$ cat src/rtl/mul_sequencer.sv
// Operand FIFO feeding a handshaked shift-add multiplier; results are captured
// and held for the consumer, with a wait-state timeout that raises a sticky err.
module mul_sequencer #(
    parameter int DEPTH   = 2,
    parameter int TIMEOUT = 8
) (
    input  logic       clk,
    input  logic       rst,
    input  logic       in_valid,
    output logic       in_ready,
    input  logic [3:0] in_a,
    input  logic [3:0] in_b,
    input  logic [1:0] in_tag,
    output logic       mul_start,
    output logic [3:0] mul_multiplicand,
    output logic [3:0] mul_multiplier,
    input  logic       mul_ready,
    input  logic [7:0] mul_product,
    output logic       out_valid,
    input  logic       out_ready,
    output logic [7:0] out_product,
    output logic [1:0] out_tag,
    output logic [7:0] done_cnt,
    output logic       err
);

    localparam int AW = $clog2(DEPTH);
    localparam int CW = AW + 1;
    localparam int WW = $clog2(TIMEOUT + 1);

    typedef struct packed {
        logic [3:0] a;
        logic [3:0] b;
        logic [1:0] tag;
    } entry_t;

    typedef enum logic [2:0] {
        IDLE,
        ISSUE,
        WAIT_BUSY,
        WAIT_DONE,
        OUT
    } state_t;

    state_t        state;
    entry_t        mem [DEPTH];
    entry_t        head;
    logic [AW-1:0] wr_ptr;
    logic [AW-1:0] rd_ptr;
    logic [CW-1:0] count;
    logic          full;
    logic          empty;
    logic          push;
    logic          pop;
    logic [WW-1:0] wcnt;
    logic          wait_expired;
    logic [3:0]    hold_a;
    logic [3:0]    hold_b;
    logic [1:0]    hold_tag;

    assign full     = (count == CW'(DEPTH));
    assign empty    = (count == '0);
    assign in_ready = !full;
    assign push     = in_valid && !full;
    // Pop sees only the registered count, so a fresh push waits a cycle.
    assign pop      = (state == IDLE) && !empty && mul_ready;
    assign head     = mem[rd_ptr];

    assign wait_expired     = (wcnt == WW'(TIMEOUT - 1));
    assign mul_multiplicand = hold_a;
    assign mul_multiplier   = hold_b;

    always_ff @(posedge clk) begin
        if (push) begin
            mem[wr_ptr] <= '{a: in_a, b: in_b, tag: in_tag};
        end
    end

    always_ff @(posedge clk) begin
        if (!rst) begin
            wr_ptr <= '0;
            rd_ptr <= '0;
            count  <= '0;
        end else begin
            if (push) wr_ptr <= wr_ptr + 1'b1;
            if (pop)  rd_ptr <= rd_ptr + 1'b1;
            case ({push, pop})
                2'b10:   count <= count + 1'b1;
                2'b01:   count <= count - 1'b1;
                default: count <= count;
            endcase
        end
    end

    always_ff @(posedge clk) begin
        if (!rst) begin
            state       <= IDLE;
            mul_start   <= 1'b0;
            hold_a      <= '0;
            hold_b      <= '0;
            hold_tag    <= '0;
            wcnt        <= '0;
            out_valid   <= 1'b0;
            out_product <= '0;
            out_tag     <= '0;
            done_cnt    <= '0;
            err         <= 1'b0;
        end else begin
            mul_start <= 1'b0;
            case (state)
                IDLE: begin
                    if (pop) begin
                        hold_a    <= head.a;
                        hold_b    <= head.b;
                        hold_tag  <= head.tag;
                        mul_start <= 1'b1;
                        state     <= ISSUE;
                    end
                end
                ISSUE: begin
                    wcnt  <= '0;
                    state <= WAIT_BUSY;
                end
                WAIT_BUSY: begin
                    wcnt <= wcnt + 1'b1;
                    if (!mul_ready) begin
                        state <= WAIT_DONE;
                    end else if (wait_expired) begin
                        err   <= 1'b1;
                        state <= IDLE;
                    end
                end
                WAIT_DONE: begin
                    wcnt <= wcnt + 1'b1;
                    if (mul_ready) begin
                        out_product <= mul_product;
                        out_tag     <= hold_tag;
                        out_valid   <= 1'b1;
                        state       <= OUT;
                    end else if (wait_expired) begin
                        err   <= 1'b1;
                        state <= IDLE;
                    end
                end
                OUT: begin
                    if (out_ready) begin
                        out_valid <= 1'b0;
                        done_cnt  <= done_cnt + 1'b1;
                        state     <= IDLE;
                    end
                end
                default: state <= IDLE;
            endcase
        end
    end

endmodule

$ cat config.mk
export PLATFORM = sky130hd
export DESIGN_NAME = mul_sequencer
export DESIGN_NICKNAME = d
export VERILOG_FILES = /design/src/rtl/mul_sequencer.sv
export SDC_FILE = /design/constraint.sdc
export NUM_CORES = 1
export LEC_CHECK = 0
export ABC_AREA = 1
export CAP_MARGIN = 20
export CORE_ASPECT_RATIO = 1.4
export CORE_MARGIN = 1
export CORE_UTILIZATION = 43
export CTS_CLUSTER_DIAMETER = 30
export DETAILED_ROUTE_END_ITERATION = 7
export GPL_ROUTABILITY_DRIVEN = 0
export HOLD_SLACK_MARGIN = 0.1
export PLACE_DENSITY_LB_ADDON = 0.12
export SKIP_LAST_GASP = 1
export SLEW_MARGIN = 0
export SYNTH_ARGS = -nofsm -noshare
export SYNTH_HDL_FRONTEND = slang
export SYNTH_SLANG_ARGS = --single-unit
$ cat constraint.sdc
create_clock -name clk -period 2 [get_ports clk]
set_clock_uncertainty 0.1 [all_clocks]
set_input_delay 0.2 -clock clk [delete_from_list [all_inputs] [get_ports clk]]
set_output_delay 0.2 -clock clk [all_outputs]
set_load 0.03 [all_outputs]
==> reports/metrics.csv <==
stage,metric,value,unit
run_status,status,"finished, final reports clean",
final_layout,antenna_cells,0,
sta,slew_viol_final,0,
job,cap_viol_max_count,0,
power,peakVddDrop,0.0006762,V
yosys,synthTopCellsByArea,"dfxtp_1 33%, edfxtp_1 24%, nand2_1 9.7%",
sta,min_period,1.842,ns
drt,drtPass1Iterations,4,
clock_tree,ctsHtreeMaxLevel,3,
final_layout,num-nets-final,376,
yosys,synth_top_family_by_area,simple AND/OR/NAND/NOR gates,
yosys,synth.top_cell.area_share,33.40,%
yosys,ys_seq_elements,62,
final_layout,fin_util,59.22,%
drt,drt_wl_total,4765,um
clock_tree,clk_latency,0.33,ns
place,dpl.hpwl,3428,um
floorplanning,start_util,45.23,%
drt,final_antenna_net_count,0,
clock_tree,clockBufferDepth,2,
worst_setup_path,crit_arrival,1.54,ns
drt,via_per_inst,4.709,
yosys,synth-edff-count,20,
sta,hold_viol,0,
power,leakagePower,0.001308,uW
worst_setup_path,path_max_fanout,5,
drt,drc,0,
yosys,async_flop_share,0,%
worst_setup_path,critPathKind,reg2out,
final_layout,drive_gt1_share,12.96,%
worst_setup_path,end_kind,output port,
power,p_per_area,1010,nW/um^2
yosys,synth_mux_area_share,0,%
clock_tree,ctsHoldBuffers,0,
yosys,avgSynthCellArea,8.681,sq um
yosys,synthFlopType,dfxtp_1,
clock_tree,post_cts_resized,0,
sta,final.period_utilization,92.12,%
clock_tree,cts_tree,built,
hold_path,min_path_type,in2reg,
global_routing,grt_start_max_net_pins,17,
floorplanning,die_area,6169,sq um
floorplanning,rows,32,
global_routing,antenna_found_initial,0,
yosys,synth_common_cells,"65 x nand2_1, 48 x nor2_1, 42 x dfxtp_1",
worst_setup_path,crit_path_start_kind,register,
worst_setup_path,cp.required,1.70,ns
clock_tree,root_buffer,clkbuf_8,
sta,finalSetupViolCount,0,
yosys,synth_warnings,0,
clock_tree,clkTransAtPathRegs,0.06,ns
yosys,synth_xor_area_share,0.6958,%
global_routing,track_usage,17.49,%
yosys,synth_compound_area_share,9.742,%
floorplanning,die_y,92.53,um
global_routing,grt_overflow_total,0,
yosys,synthAdderAreaFrac,1.491,%
yosys,synthCells,290,
yosys,synth_top_cell_by_area,dfxtp_1,
clock_tree,cts_setup_buffers,0,
final_layout,syn_to_final_growth,30.91,%
yosys,yosysUniqueCellTypes,26,
clock_tree,cts_sinks,62,
yosys,syn-num-nets,316,
clock_tree,cts_buffers,9,
yosys,synth.most_common_cell,nand2_1,
drt,vias,1992,
sta,worst_pin_slew,0.4539,ns
global_routing,grt_pass1_vias,1802,
place,portBuffers,52,
yosys,syn_area,2517,sq um
sta,rsz0062_at_grt,false,
yosys,seq_area_frac_synth,57.26,%
floorplanning,io-pin-count,53,
drt,wire_per_inst,11.26,um
drt,initialDrtViolationCount,78,
sta,worst_slew_margin_rel,69.71,%
floorplanning,core,5565,sq um
floorplanning,fp.dieW,66.67,um
global_routing,grt_pass1_wl,7893,um
yosys,synth-simple-area-share,24.65,%
sta,fin_tns_setup,0,ns
sta,clock.fmax,542.7,MHz
==> routing by layer <==
layer	vias up	GRT usage, %	wire, um
li1	1055	-	-
met1	890	18.34	1976
met2	37	30.39	2527
met3	10	4.310	159
met4	0	10.64	102
met5	-	0	0
==> cell type report <==
cell class / count / area (sq um)
Fill cell: 504 / 2270
Sequential cell: 62 / 1441
Multi-Input combinational cell: 195 / 920.9
Timing Repair Buffer: 59 / 573.1
Clock buffer: 9 / 123.9
Inverter: 23 / 86.33
Tap cell: 68 / 85.08
Clock inverter: 7 / 65.06
==> registers in the layout (all words and copies together) (netlist names), 2 cells and up <==
signal and flops:
out_product 8, done_cnt 8, hold_tag 2, mem 20, out_tag 2, mul_multiplicand 4
count 2, state 3, mul_multiplier 4, wcnt 4
==> final timing paths <==
path | startpoint | to | slack (ns) | cells after the start
hold reg to reg | err$_SDFFE_PN0P_ | err$_SDFFE_PN0P_ | 0.35 | 2
hold / removal | in_b[1] | mem[1][3]$_DFFE_PP_ | 0.35 | 1
setup reg to reg | state[0]$_SDFFE_PN0P_ | count[1]$_SDFFE_PN0P_ | 0.46 | 7
setup / recovery | count[0]$_SDFFE_PN0P_ | in_ready | 0.16 | 3
==> placed cells by master (no fill, tap or decap) <==
cell,count
o21ai_1,10
xor2_1,1
inv_1,19
a31oi_2,1
a21oi_1,14
clkdlybuf4s50_1,52
nor2_4,3
o21ai_0,19
dfxtp_1,42
and3_1,1
ha_1,3
clkinv_4,1
nand3b_1,1
inv_2,4
nand2_2,2
bufinv_16,1
nor2_1,48
clkinvlp_4,1
clkbuf_8,9
clkinv_2,3
nand4_1,1
buf_4,7
nor2_2,12
xnor2_1,1
nand2_1,65
nand3_1,8
clkinv_1,1
a21oi_2,2
edfxtp_1,20
nor3_1,3
==> stage by stage <==
step	setup slack (ns)	total power [uW]	cell area, sq um	std cells	hold WS [ns]
final	0.1575	3329	3296	423	0.3455
after global routing	0.06517	3528	3296	423	0.3368
after CTS	0.1255	3383	3296	423	0.3264
after detailed placement	0.2566	2330	3107	407	0.3463
after global placement	0.3256	2321	3107	407	0.3457
after floorplan	0.2200	2064	2517	290	0.1989
==> power breakdown <==
part	switching [uW]	total (uW)	internal (uW)
logic	463	754	290
registers	81.1	1540	1460
clock network	466	1030	565
==> logic make-up (layout without fill, tap and decap cells) <==
family	after synthesis	count (layout)
buffers and inverters	33	98
AO/OA/AOI/OAI	46	46
adder cells (fa/ha/maj)	3	3
flip-flops	62	62
AND/OR/NAND/NOR	144	144
XOR/XNOR	2	2
==> critical path, stage by stage, from the launching register on <==
cell and delay, ns:
dfxtp_1 0.40, inv_1 0.06, nand2_1 0.09, clkdlybuf4s50_1 0.67
(Power assumes the default switching activity.)
